### config.mk
export PLATFORM = sky130hd
export DESIGN_NAME = clk_monitor
export DESIGN_NICKNAME = d
export VERILOG_FILES = /design/src/rtl/clk_monitor.sv
export SDC_FILE = /design/constraint.sdc
export NUM_CORES = 1
export LEC_CHECK = 0
export ABC_AREA = 1
export CAP_MARGIN = 20
export CORE_UTILIZATION = 60
export CTS_CLUSTER_DIAMETER = 100
export CTS_CLUSTER_SIZE = 8
export DETAILED_ROUTE_END_ITERATION = 16
export PLACE_DENSITY = 0.87
export SYNTH_ARGS = -nofsm -noshare
export SYNTH_HDL_FRONTEND = slang
export SYNTH_SLANG_ARGS = --single-unit
### constraint.sdc
create_clock -name clk -period 6.7 [get_ports clk]
set_input_delay 1.34 -clock clk [delete_from_list [all_inputs] [get_ports clk]]
set_output_delay 1.34 -clock clk [all_outputs]
set_load 0.005 [all_outputs]
### src/rtl/clk_monitor.sv
// clk_monitor: health checker for an asynchronous, free-running clock.
// The monitored clock is synchronized into the clk domain. Each high and low
// phase is measured in clk cycles. The block reports every completed period,
// keeps sticky range/stuck errors and asserts lock once the clock is stable.
//
// Optional build macro: CLK_MON_DUTY_EN enables the duty-cycle check. When it
// is undefined, err_duty is tied low and no duty logic is built.
//
// Ports:
//   clk        in   system clock
//   reset      in   asynchronous active-high reset
//   mon_clk    in   monitored clock (asynchronous to clk)
//   clr_err    in   one-cycle pulse clearing the sticky errors
//   high_len   out  last captured high-phase length   [CNT_W]
//   low_len    out  last captured low-phase length    [CNT_W]
//   period     out  high_len + low_len of last period [CNT_W+1]
//   meas_valid out  one-cycle pulse when period updates
//   locked     out  clock stable for LOCK_CNT consecutive good periods
//   err_range  out  sticky: a phase was outside [MIN_HALF, MAX_HALF]
//   err_stuck  out  sticky: no edge seen for TIMEOUT cycles
//   err_duty   out  sticky: |high - low| exceeded DUTY_TOL
module clk_monitor #(
    parameter int unsigned CNT_W    = 16,
    parameter int unsigned MIN_HALF = 4,
    parameter int unsigned MAX_HALF = 64,
    parameter int unsigned TIMEOUT  = 256,
    parameter int unsigned LOCK_CNT = 4,
    parameter int unsigned DUTY_TOL = 2
) (
    input  logic             clk,
    input  logic             reset,
    input  logic             mon_clk,
    input  logic             clr_err,
    output logic [CNT_W-1:0] high_len,
    output logic [CNT_W-1:0] low_len,
    output logic [CNT_W:0]   period,
    output logic             meas_valid,
    output logic             locked,
    output logic             err_range,
    output logic             err_stuck,
    output logic             err_duty
);

    localparam int unsigned PER_W = CNT_W + 1;
    localparam int unsigned LCK_W = $clog2(LOCK_CNT + 1);

    localparam logic [CNT_W-1:0] TIMEOUT_C  = CNT_W'(TIMEOUT);
    localparam logic [CNT_W-1:0] MIN_C      = CNT_W'(MIN_HALF);
    localparam logic [CNT_W-1:0] MAX_C      = CNT_W'(MAX_HALF);
    localparam logic [LCK_W-1:0] LOCK_C     = LCK_W'(LOCK_CNT);
    localparam logic [CNT_W-1:0] CNT_ONE    = CNT_W'(1);
    localparam logic [LCK_W-1:0] LCK_ONE    = LCK_W'(1);

    // Elaboration-time parameter sanity checks.
    if ((TIMEOUT <= MAX_HALF) || (TIMEOUT > ((1 << CNT_W) - 1))) begin : g_bad_timeout
        $error("clk_monitor: TIMEOUT must satisfy MAX_HALF < TIMEOUT <= 2^CNT_W-1");
    end
    if (DUTY_TOL > ((1 << CNT_W) - 1)) begin : g_bad_duty_tol
        $error("clk_monitor: DUTY_TOL must fit in CNT_W bits");
    end

    typedef enum logic [1:0] {
        IDLE = 2'd0,
        HIGH = 2'd1,
        LOW  = 2'd2
    } state_t;

    state_t           state_q, state_d;
    logic             s1_q, s1_d;
    logic             s2_q, s2_d;
    logic             s3_q, s3_d;
    logic [CNT_W-1:0] cnt_q, cnt_d;
    logic [CNT_W-1:0] high_len_q, high_len_d;
    logic [CNT_W-1:0] low_len_q, low_len_d;
    logic [PER_W-1:0] period_q, period_d;
    logic             meas_valid_q, meas_valid_d;
    logic             high_ok_q, high_ok_d;
    logic [LCK_W-1:0] lock_cnt_q, lock_cnt_d;
    logic             locked_q, locked_d;
    logic             err_range_q, err_range_d;
    logic             err_stuck_q, err_stuck_d;

    logic rise_c;
    logic fall_c;
    logic edge_c;
    logic timeout_c;
    logic cnt_ok_c;
    logic duty_bad_c;
    logic range_set;
    logic stuck_set;
    logic duty_set;
    logic lock_clr;
    logic lock_inc;

    // Synchronizer plus history flop for edge detection.
    always_comb begin
        s1_d = mon_clk;
        s2_d = s1_q;
        s3_d = s2_q;
    end

    assign rise_c    = s2_q & ~s3_q;
    assign fall_c    = ~s2_q & s3_q;
    assign edge_c    = rise_c | fall_c;
    assign timeout_c = (cnt_q == TIMEOUT_C);
    assign cnt_ok_c  = (cnt_q >= MIN_C) && (cnt_q <= MAX_C);

    // Phase counter: restarts at 1 on an edge so a capture equals the level's
    // length in clk cycles; saturates at the stuck threshold.
    always_comb begin
        cnt_d = cnt_q;
        if (edge_c) begin
            cnt_d = CNT_ONE;
        end else if (!timeout_c) begin
            cnt_d = cnt_q + CNT_ONE;
        end
    end

`ifdef CLK_MON_DUTY_EN
    logic             err_duty_q, err_duty_d;
    logic [CNT_W-1:0] duty_diff_c;
    localparam logic [CNT_W-1:0] DUTY_C = CNT_W'(DUTY_TOL);

    // Duty compares the stored high phase against the low phase being captured.
    always_comb begin
        if (high_len_q >= cnt_q) begin
            duty_diff_c = high_len_q - cnt_q;
        end else begin
            duty_diff_c = cnt_q - high_len_q;
        end
        duty_bad_c = (duty_diff_c > DUTY_C);
    end

    always_comb begin
        err_duty_d = duty_set | (err_duty_q & ~clr_err);
    end

    always_ff @(posedge clk or posedge reset) begin
        if (reset) begin
            err_duty_q <= 1'b0;
        end else begin
            err_duty_q <= err_duty_d;
        end
    end

    assign err_duty = err_duty_q;
`else
    assign duty_bad_c = 1'b0;
    assign err_duty   = 1'b0;
`endif

    // Measurement FSM: next state, captures and error/lock events.
    always_comb begin
        state_d      = state_q;
        high_len_d   = high_len_q;
        low_len_d    = low_len_q;
        period_d     = period_q;
        meas_valid_d = 1'b0;
        high_ok_d    = high_ok_q;
        range_set    = 1'b0;
        stuck_set    = 1'b0;
        duty_set     = 1'b0;
        lock_clr     = 1'b0;
        lock_inc     = 1'b0;

        case (state_q)
            IDLE: begin
                if (rise_c) begin
                    state_d = HIGH;
                end
            end
            HIGH: begin
                if (timeout_c) begin
                    stuck_set = 1'b1;
                    lock_clr  = 1'b1;
                    state_d   = IDLE;
                end else if (fall_c) begin
                    high_len_d = cnt_q;
                    high_ok_d  = cnt_ok_c;
                    if (!cnt_ok_c) begin
                        range_set = 1'b1;
                        lock_clr  = 1'b1;
                    end
                    state_d = LOW;
                end
            end
            LOW: begin
                if (timeout_c) begin
                    stuck_set = 1'b1;
                    lock_clr  = 1'b1;
                    state_d   = IDLE;
                end else if (rise_c) begin
                    low_len_d    = cnt_q;
                    period_d     = PER_W'(high_len_q) + PER_W'(cnt_q);
                    meas_valid_d = 1'b1;
                    if (!cnt_ok_c) begin
                        range_set = 1'b1;
                        lock_clr  = 1'b1;
                    end
                    if (duty_bad_c) begin
                        duty_set = 1'b1;
                        lock_clr = 1'b1;
                    end
                    // Only a period with both phases good advances the lock.
                    if (cnt_ok_c && high_ok_q && !duty_bad_c) begin
                        lock_inc = 1'b1;
                    end
                    state_d = HIGH;
                end
            end
            default: begin
                state_d = IDLE;
            end
        endcase
    end

    // Lock counter and sticky errors; a set in the same cycle as clr_err wins.
    always_comb begin
        lock_cnt_d = lock_cnt_q;
        if (lock_clr) begin
            lock_cnt_d = '0;
        end else if (lock_inc && (lock_cnt_q != LOCK_C)) begin
            lock_cnt_d = lock_cnt_q + LCK_ONE;
        end
        locked_d    = (lock_cnt_d == LOCK_C);
        err_range_d = range_set | (err_range_q & ~clr_err);
        err_stuck_d = stuck_set | (err_stuck_q & ~clr_err);
    end

    always_ff @(posedge clk or posedge reset) begin
        if (reset) begin
            state_q      <= IDLE;
            s1_q         <= 1'b0;
            s2_q         <= 1'b0;
            s3_q         <= 1'b0;
            cnt_q        <= '0;
            high_len_q   <= '0;
            low_len_q    <= '0;
            period_q     <= '0;
            meas_valid_q <= 1'b0;
            high_ok_q    <= 1'b0;
            lock_cnt_q   <= '0;
            locked_q     <= 1'b0;
            err_range_q  <= 1'b0;
            err_stuck_q  <= 1'b0;
        end else begin
            state_q      <= state_d;
            s1_q         <= s1_d;
            s2_q         <= s2_d;
            s3_q         <= s3_d;
            cnt_q        <= cnt_d;
            high_len_q   <= high_len_d;
            low_len_q    <= low_len_d;
            period_q     <= period_d;
            meas_valid_q <= meas_valid_d;
            high_ok_q    <= high_ok_d;
            lock_cnt_q   <= lock_cnt_d;
            locked_q     <= locked_d;
            err_range_q  <= err_range_d;
            err_stuck_q  <= err_stuck_d;
        end
    end

    assign high_len   = high_len_q;
    assign low_len    = low_len_q;
    assign period     = period_q;
    assign meas_valid = meas_valid_q;
    assign locked     = locked_q;
    assign err_range  = err_range_q;
    assign err_stuck  = err_stuck_q;

endmodule

== Yosys cells after proc, flatten, opt, wreduce, memory -nomap -nowiden ==
Index checks and enable logic that the tools add are counted.
Word-level totals
  latch bits: 0
  register bits after elaboration: 78
  bits of input ports: 4
  output and inout bits: 54
  RAM bits: 0
  memories kept: 0
  word-level logic and storage cells: 71
  bits in read-only memories: 0
Operators by class
  muxes and demuxes: 27
  shift-type cells: 0
  reduce and logical (&&, ||, !) cells: 7
  $lt $le $gt $ge: 2
  add/sub/neg operators: 3
  bitwise gates (word level): 11
  div/mod/pow operators: 0
  equality and inequality tests: 7
  multiply operators: 0
Operators by type and width (count)
  16-bit two-way mux: 2
  16-bit by 16-bit adder with 17-bit output: 1
  16-bit by 1-bit adder with 16-bit output (second input constant): 1
  16-bit by 9-bit == test with 1-bit output (second input constant): 1
  16-bit by 3-bit greater-or-equal comparator with 1-bit output (second input constant): 1
  16-bit by 7-bit less-or-equal comparator with 1-bit output (second input constant): 1
  1-bit two-way mux: 16
  2-bit two-way mux: 4
  3-bit two-way mux: 2
  3-bit != test (second input constant): 2
  2-bit one-hot mux with 3 select lines: 1
  3-bit AND reduction: 2
  1-bit AND: 4
  1-bit inverter: 4
  1-bit one-hot mux with 2 select lines: 2
  3-bit by 1-bit adder with 3-bit output (second input constant): 1
  3-bit == test (second input constant): 1
  1-bit logical AND: 3
  1-bit bitwise OR: 3
  2-bit by 1-bit == test with 1-bit output (second input constant): 1
  2-bit == test (second input constant): 1
  2-bit logical NOT: 1
  2-bit != test (second input constant): 1
  2-bit OR reduction: 1

== Longest topological paths before layout ==
Gate-level depths: netlist of the first run.
  depth in word-level cells: 11
  gate-level depth with buffers: 12
  mapped depth without buffers: 12

== Least setup slack after synthesis of the first run ==
No wires, ideal clock.
  path kind: register to register
  start point: register cnt_q[0]
  end point: register period_q[14] (netlist: period[14])
  cell stages (with the launch flop): 12
  arrival: 1.685 ns
  slack: 4.897 ns
  data required time: 6.583 ns
  path buffers: 0
  library setup time: 0.117 ns
  period minus slack after synthesis: 1.803 ns
  path through: dfrtp_1 > ha_1 > inv_1 > fa_1 > o21ai_1 > nand2_1 > nand2_1 > nand3_1 > nand2_1 > nand2_1 > nand3_1 > nand2_1
On the way
  word-level cells in the longest chain between the ends: 3
  elaborated cells between the ends (all ways): 4
  classes of those cells: add/sub (1); eq/ne (1); bitwise (1); reduce/logical (1)
RTL lines
  start, declared: RTL line 72  | logic [CNT_W-1:0] cnt_q, cnt_d;
  start signal, assigned: RTL line 251  | cnt_q <= cnt_d;
  branches (longest 3 deep; another with 16-bit by 16-bit adder with 17-bit output)
  end signal, assigned: RTL line 254  | period_q <= period_d;
  end, declared: RTL line 75  | logic [PER_W-1:0] period_q, period_d;
Parallel ways; which one is timed is not known.
A chain may end at the register's enable or synchronous reset.

== Worst setup path after layout of the first run ==
  start point: register cnt_q[1]
  end point: register period_q[12] (netlist: period[12])
The elaborated chain is that of the path after synthesis.

==> results of run 1 <==
[cells in the final DEF (no fill, tap or decap), types with 3 or more instances in the layout]
cell / count
nand2_2: 23
nor2_4: 3
nand4_1: 4
xnor2_1: 5
nor3_1: 7
o21ai_0: 21
nor2_1: 38
clkbuf_8: 11
inv_1: 41
dfrtp_1: 78
nor2_2: 6
ha_1: 26
o21ai_1: 21
inv_2: 6
a21oi_1: 29
nand2_1: 104
nand3_1: 31
clkdlybuf4s50_1: 56
o21ai_2: 21
[stage by stage]
stage          cell area, µm²  hold slack [ns]
6_report                 5120            0.375
5_1_grt                  5120            0.382
4_1_cts                  5120            0.372
3_5_place_dp             4890            0.358
3_3_place_gp             4890            0.332
2_1_floorplan            4330            0.331
[worst max-delay path by stage]
stage / from / endpoint / slack (ns) / cells past startpoint
4_1_cts: high_len[10]$_DFFE_PP0P_ / high_len[10] / 4.02 / 1
6_report: cnt_q[1]$_DFFE_PP0P_ / period[12]$_DFFE_PP0P_ / 4.02 / 9
2_1_floorplan: reset / cnt_q[0]$_DFFE_PP0P_ / 3.36 / 1
3_5_place_dp: reset / period[8]$_DFFE_PP0P_ / 4.06 / 3
3_3_place_gp: reset / meas_valid$_DFF_PP0_ / 4.08 / 3
5_1_grt: cnt_q[1]$_DFFE_PP0P_ / locked$_DFF_PP0_ / 3.85 / 11
[Yosys cell counts (2+ instances only)]
library cell and count:
nand2_1 104, dfrtp_1 78, inv_1 42, nor2_1 38, nand3_1 31, a21oi_1 29
ha_1 26, nand2_2 23, o21ai_0 21, o21ai_1 21, o21ai_2 21, nor3_1 7
buf_4 6, nor2_2 6, inv_2 5, xnor2_1 5, nand4_1 4, nor2_4 3
a21o_1 2, buf_12 2, buf_6 2, nand3b_1 2, nor4_1 2, o21a_1 2
or2_2 2, xor2_1 2
[where the power goes]
part | internal [mW] | total, mW | leakage, nW | switching [mW]
Clock | 0.230 | 0.402 | 0.116 | 0.172
Sequential | 0.518 | 0.559 | 1.06 | 0.0403
Combinational | 0.139 | 0.308 | 1.22 | 0.169
Total | 0.887 | 1.27 | 2.40 | 0.382
[layer usage]
| metal | vias up | wire length, µm |
|---|---|---|
| li1 | 1753 | - |
| met1 | 1756 | 4130 |
| met2 | 156 | 4690 |
| met3 | 28 | 647 |
| met4 | 0 | 248 |
| met5 | - | 0 |
[logic make-up after synthesis]
logic type / share of synthesized area (%)
other: 0.0867
xor gates and xnor gates: 1.42
adders and majority gates: 7.98
AOI/OAI and AO/OA: 14.0
DFF: 45.1
buffers and inverters: 7.03
and+or+nand+nor: 24.3
[worst max-delay path, cell delays in order (launching register included)]
cell and delay (ns):
dfrtp_1 0.46, inv_1 0.17, ha_1 0.25, nand3_2 0.09, nor2_2 0.05, nand2_4 0.12, nand3_4 0.64, inv_2 0.48
o21ai_0 0.19, o21ai_2 0.14
[cell type report]
cell class	count	area [µm²]
well taps	96	120
clock buffers	11	151
fillers	509	1750
multi-input cells	362	2070
inverters	47	176
flip-flops and latches	78	1950
repair buffers	57	568
clock inverters	5	81.3
[registers in the layout (all words and copies together), names as in the netlist]
register    count
period         17
low_len        16
locked          1
err_range       1
s1_q            1
high_len       16
s3_q            1
lock_cnt_q      3
high_ok_q       1
cnt_q          16
s2_q            1
state_q         2
meas_valid      1
err_stuck       1
==> flow_summary.json, run 1 <==
{
  "cp-start-kind": "flip-flop",
  "min_period_ns": 2.68,
  "use_met1_pct": 35.1,
  "worst_slack_ns": 4.02,
  "overflow": 0,
  "grt_max_degree": 79,
  "ys_ff_latch": 78,
  "gp_congestion": 0.928,
  "grt_use_total_pct": 28.1,
  "reg2reg_slack_ns": 4.02,
  "setup_violations": 0,
  "power.leakage_nw": 2.40,
  "met2_usage_pct": 46.5,
  "via_count": 3693,
  "drv_slew": 0,
  "worst_ep_arrival_time_ns": 2.97,
  "antenna_cells": 0,
  "netlist_instances": 499,
  "synth.distinct_cells": 39,
  "rr_endpoint": "period[12]$_DFFE_PP0P_",
  "post-route-period-util_pct": 40.0,
  "netlist_area_um2": 4330,
  "numCtsBuffers": 9,
  "grt_pass1_vias": 3543,
  "drive_gt1_share_pct": 14.6,
  "cts_tree": "built",
  "holdPathEnd": "s2_q$_DFF_PP0_",
  "status": "complete, no violations",
  "slew_headroom_pct": 37.8,
  "yosys.area.top_type": "dfrtp_1",
  "dpl_worst_slack_ns": 4.06,
  "hold_viol_final": 0,
  "clk_path_buf_depth": 2,
  "port_buffers": 56,
  "rsz0062_at_grt": "no",
  "cts_root_buffer": "clkbuf_8",
  "busiest_layer": "met2",
  "dp_hpwl_mm": 6.88,
  "fp.dieW_um": 86.9,
  "area_delta_synth_final_pct": 18.3,
  "postCtsSetupRepairBufs": 0,
  "avgViaCountPerCell": 5.63,
  "syn_avg_cell_area_um2": 8.67,
  "synth_ff_type": "dfrtp_1",
  "fin_skew_ns": 0.0113,
  "initial_core_util_pct": 63.0,
  "min_from": "s1_q$_DFF_PP0_",
  "worstSetupPathType": "flip-flop to flip-flop",
  "grt_first_pass_wirelength_mm": 16.3,
  "tightest_slew_ns": 0.933,
  "synth.yosys.seq_area_share_pct": 45.1,
  "tns_ns": 0,
  "routed_wirelength_mm": 9.72,
  "yosysWarnings": 0,
  "die_y_um": 86.9,
  "async_flop_share_pct": 100,
  "synth.net_count": 530,
  "antenna_found_initial": 0,
  "clk_latency_ns": 0.36,
  "avgRoutedWirePerCell_um": 14.8,
  "end_kind": "flip-flop",
  "crit_required_ns": 6.99,
  "drt_first_pass_iters": 5,
  "timing.rr.start": "cnt_q[1]$_DFFE_PP0P_",
  "core_um2": 6870,
  "instances_no_fill": 656,
  "htree_levels": 3,
  "rows": 30,
  "cp_max_fo": 59,
  "drv_cap": 0,
  "grt_use_met3_pct": 6.82,
  "synth_top_area_share_pct": 45.1,
  "ant_nets": 0,
  "synth.top_cells.by_area": "dfrtp_1, nand2_1, ha_1, o21ai_2, inv_1",
  "clock-sinks": 78,
  "hold_depth": 0,
  "pin_count": 58,
  "post-route-drc-count": 0,
  "hold_class": "flip-flop to flip-flop",
  "reg2regPathDepth": 9,
  "holdBufCountCts": 0,
  "fin_util_pct": 74.5,
  "timing.fmax_mhz": 373,
  "p_per_area_nw_per_um2": 248,
  "die_area_um2": 7550,
  "clk_pin_slew_worst_paths_ns": 0.08,
  "ir_drop_mv": 0.137,
  "power.total_mw": 1.27,
  "cts_resized": 0,
  "drt_iter0_drc": 302,
  "nNetsFinal": 586,
  "synth_edf_count": 0,
  "place_inst": 640
}
Note: power is estimated with default switching activity, not from simulation.
==> inputs of run 2 (changes only) <==
Settings changed: CORE_UTILIZATION 60 to 50, PLACE_DENSITY 0.87 to 0.78.
Clock period 6.7 ns to 2.15 ns, I/O delays scaled along.
==> run 2 against run 1 <==
Critical path depth rose by 2. Register-to-register slack got worse by 3.8 ns. Via count shrank 3.0%. Critical path type unchanged.
==> flow_summary.json, run 2 (synthesized netlist as in run 1, its figures left out) <==
{
  "drive_gt1_share_pct": 15.6,
  "grt_max_degree": 47,
  "dpl_worst_slack_ns": 0.139,
  "port_buffers": 56,
  "largest_reg_flops": 17,
  "hold_viol_final": 0,
  "clk_path_buf_depth": 2,
  "antenna_found_initial": 0,
  "status": "complete, no violations",
  "setup_violations": 0,
  "power.leakage_nw": 2.42,
  "final_cell_mix": "nand2_1, dfrtp_1, clkdlybuf4s50_1",
  "layout_commonest_cell": "nand2_1",
  "fp.dieW_um": 95.0,
  "clk_latency_ns": 0.35,
  "area_delta_synth_final_pct": 19.8,
  "cp-start-kind": "flip-flop",
  "cts_root_buffer": "clkbuf_8",
  "htree_levels": 3,
  "grt_use_total_pct": 24.1,
  "timing.rr.start": "cnt_q[0]$_DFFE_PP0P_",
  "n_fill_cell": 731,
  "rsz0062_at_grt": "no",
  "initial_core_util_pct": 52.1,
  "rows": 33,
  "tns_ns": 0,
  "worst_slack_ns": 0.193,
  "rr_endpoint": "period[14]$_DFFE_PP0P_",
  "timing.fmax_mhz": 511,
  "gp_congestion": 0.850,
  "ir_drop_mv": 0.456,
  "core_um2": 8300,
  "avgRoutedWirePerCell_um": 14.8,
  "crit_required_ns": 2.40,
  "via_count": 3581,
  "die_y_um": 95.0,
  "reg2reg_slack_ns": 0.19,
  "worstSetupPathType": "flip-flop to flip-flop",
  "worst_hold_slack_ns": 0.368,
  "min_from": "s1_q$_DFF_PP0_",
  "grt_pass1_vias": 3530,
  "clock-sinks": 78,
  "post-route-period-util_pct": 91.0,
  "dp_hpwl_mm": 7.46,
  "reg2regPathDepth": 11,
  "hold_class": "flip-flop to flip-flop",
  "ant_nets": 0,
  "drt_iter0_drc": 234,
  "nNetsFinal": 592,
  "avgViaCountPerCell": 5.34,
  "startpoint": "cnt_q[0]$_DFFE_PP0P_",
  "overflow": 0,
  "fin_skew_ns": 0.00602,
  "cts_tree": "built",
  "p_per_area_nw_per_um2": 734,
  "die_area_um2": 9030,
  "drt_first_pass_iters": 5,
  "pin_count": 58,
  "end_kind": "flip-flop",
  "routed_wirelength_mm": 9.90,
  "min_period_ns": 1.96,
  "antenna_cells": 0,
  "drv_cap": 0,
  "drv_slew": 0,
  "hold_depth": 0,
  "grt_first_pass_wirelength_mm": 16.7,
  "holdPathEnd": "s2_q$_DFF_PP0_",
  "numCtsBuffers": 9,
  "post-route-drc-count": 0,
  "worst_ep_arrival_time_ns": 2.20,
  "cp_max_fo": 5,
  "clk_pin_slew_worst_paths_ns": 0.08
}
run 2: cell count changes in the layout (fill, tap and decap cells not counted), sizes merged:
cell | before | now
clkinv | 2 | 3
inv | 47 | 46
clkbuf | 11 | 9
bufinv | 2 | 1
clkinvlp | 1 | 3
buf | 1 | 7
run 2: per-stage QoR:
step	area (µm²)	util [%]	cells	power [mW]
floorplan	4330	-	499	2.37
global placement	4980	60.0	655	2.70
detailed placement	4980	60.0	655	2.74
CTS	5170	62.3	670	3.82
global route	5180	62.4	670	4.01
finish	5180	62.4	670	3.81
run 2: worst max-delay path by stage:
stage                                   to  slack (ns)  cells past startpoint
floorplan           period[14]$_DFFE_PP0P_        0.35                     11
global placement    period[14]$_DFFE_PP0P_        0.24                     11
detailed placement  period[14]$_DFFE_PP0P_        0.14                     11
CTS                 period[16]$_DFFE_PP0P_        0.10                      8
global route        period[11]$_DFFE_PP0P_        0.02                      9
finish              period[14]$_DFFE_PP0P_        0.19                     11
run 2: layer usage:
layer,vias to the layer above,share of wire (%),GRT usage (%),routed length [µm]
li1,1774,-,-,-
met4,0,1.9,10.9,187
met5,-,0,0,0
met3,18,3.3,3.35,330
met1,1694,46,31.7,4600
met2,95,48,39.7,4780
run 2: final cells by class:
type,instances,area [µm²],area share [%]
Clock buffer,9,124,2.39
Clock inverter,6,63.8,1.23
Inverter,47,180,3.48
Multi-Input combinational cell,362,2080,40.1
Sequential cell,78,1950,37.7
Tap cell,105,131,2.54
Timing Repair Buffer,63,651,12.6
run 2: timing repair:
| item | in CTS | in global routing |
|---|---|---|
| setup buffers | 0 | 0 |
| endpoints found under the setup margin | 0 | 4 |
| resized for setup | 0 | 2 |
| hold buffers | 0 | 0 |
run 2: critical path, stage by stage (launching register included):
cell	delay [ns]
dfrtp_1	0.41
ha_1	0.19
inv_1	0.06
fa_1	0.45
o21ai_4	0.23
nand2_1	0.08
nand2_1	0.10
nand3_1	0.10
nand2_1	0.07
nand2_1	0.04
nand3_1	0.06
nand2_1	0.05
run 2: power breakdown:
| part | internal (mW) | total, mW | leakage, nW | switching, mW |
|---|---|---|---|---|
| sequential | 1.61 | 1.73 | 1.06 | 0.119 |
| clock | 0.527 | 1.09 | 0.0911 | 0.558 |
| combinational | 0.456 | 0.986 | 1.27 | 0.530 |
| total | 2.60 | 3.81 | 2.42 | 1.21 |
==> inputs of run 3 (changes only) <==
Settings changed: CAP_MARGIN 20 to not set.
==> results of run 3 <==
Final layout, timing and power as in run 2 (identical DEF).
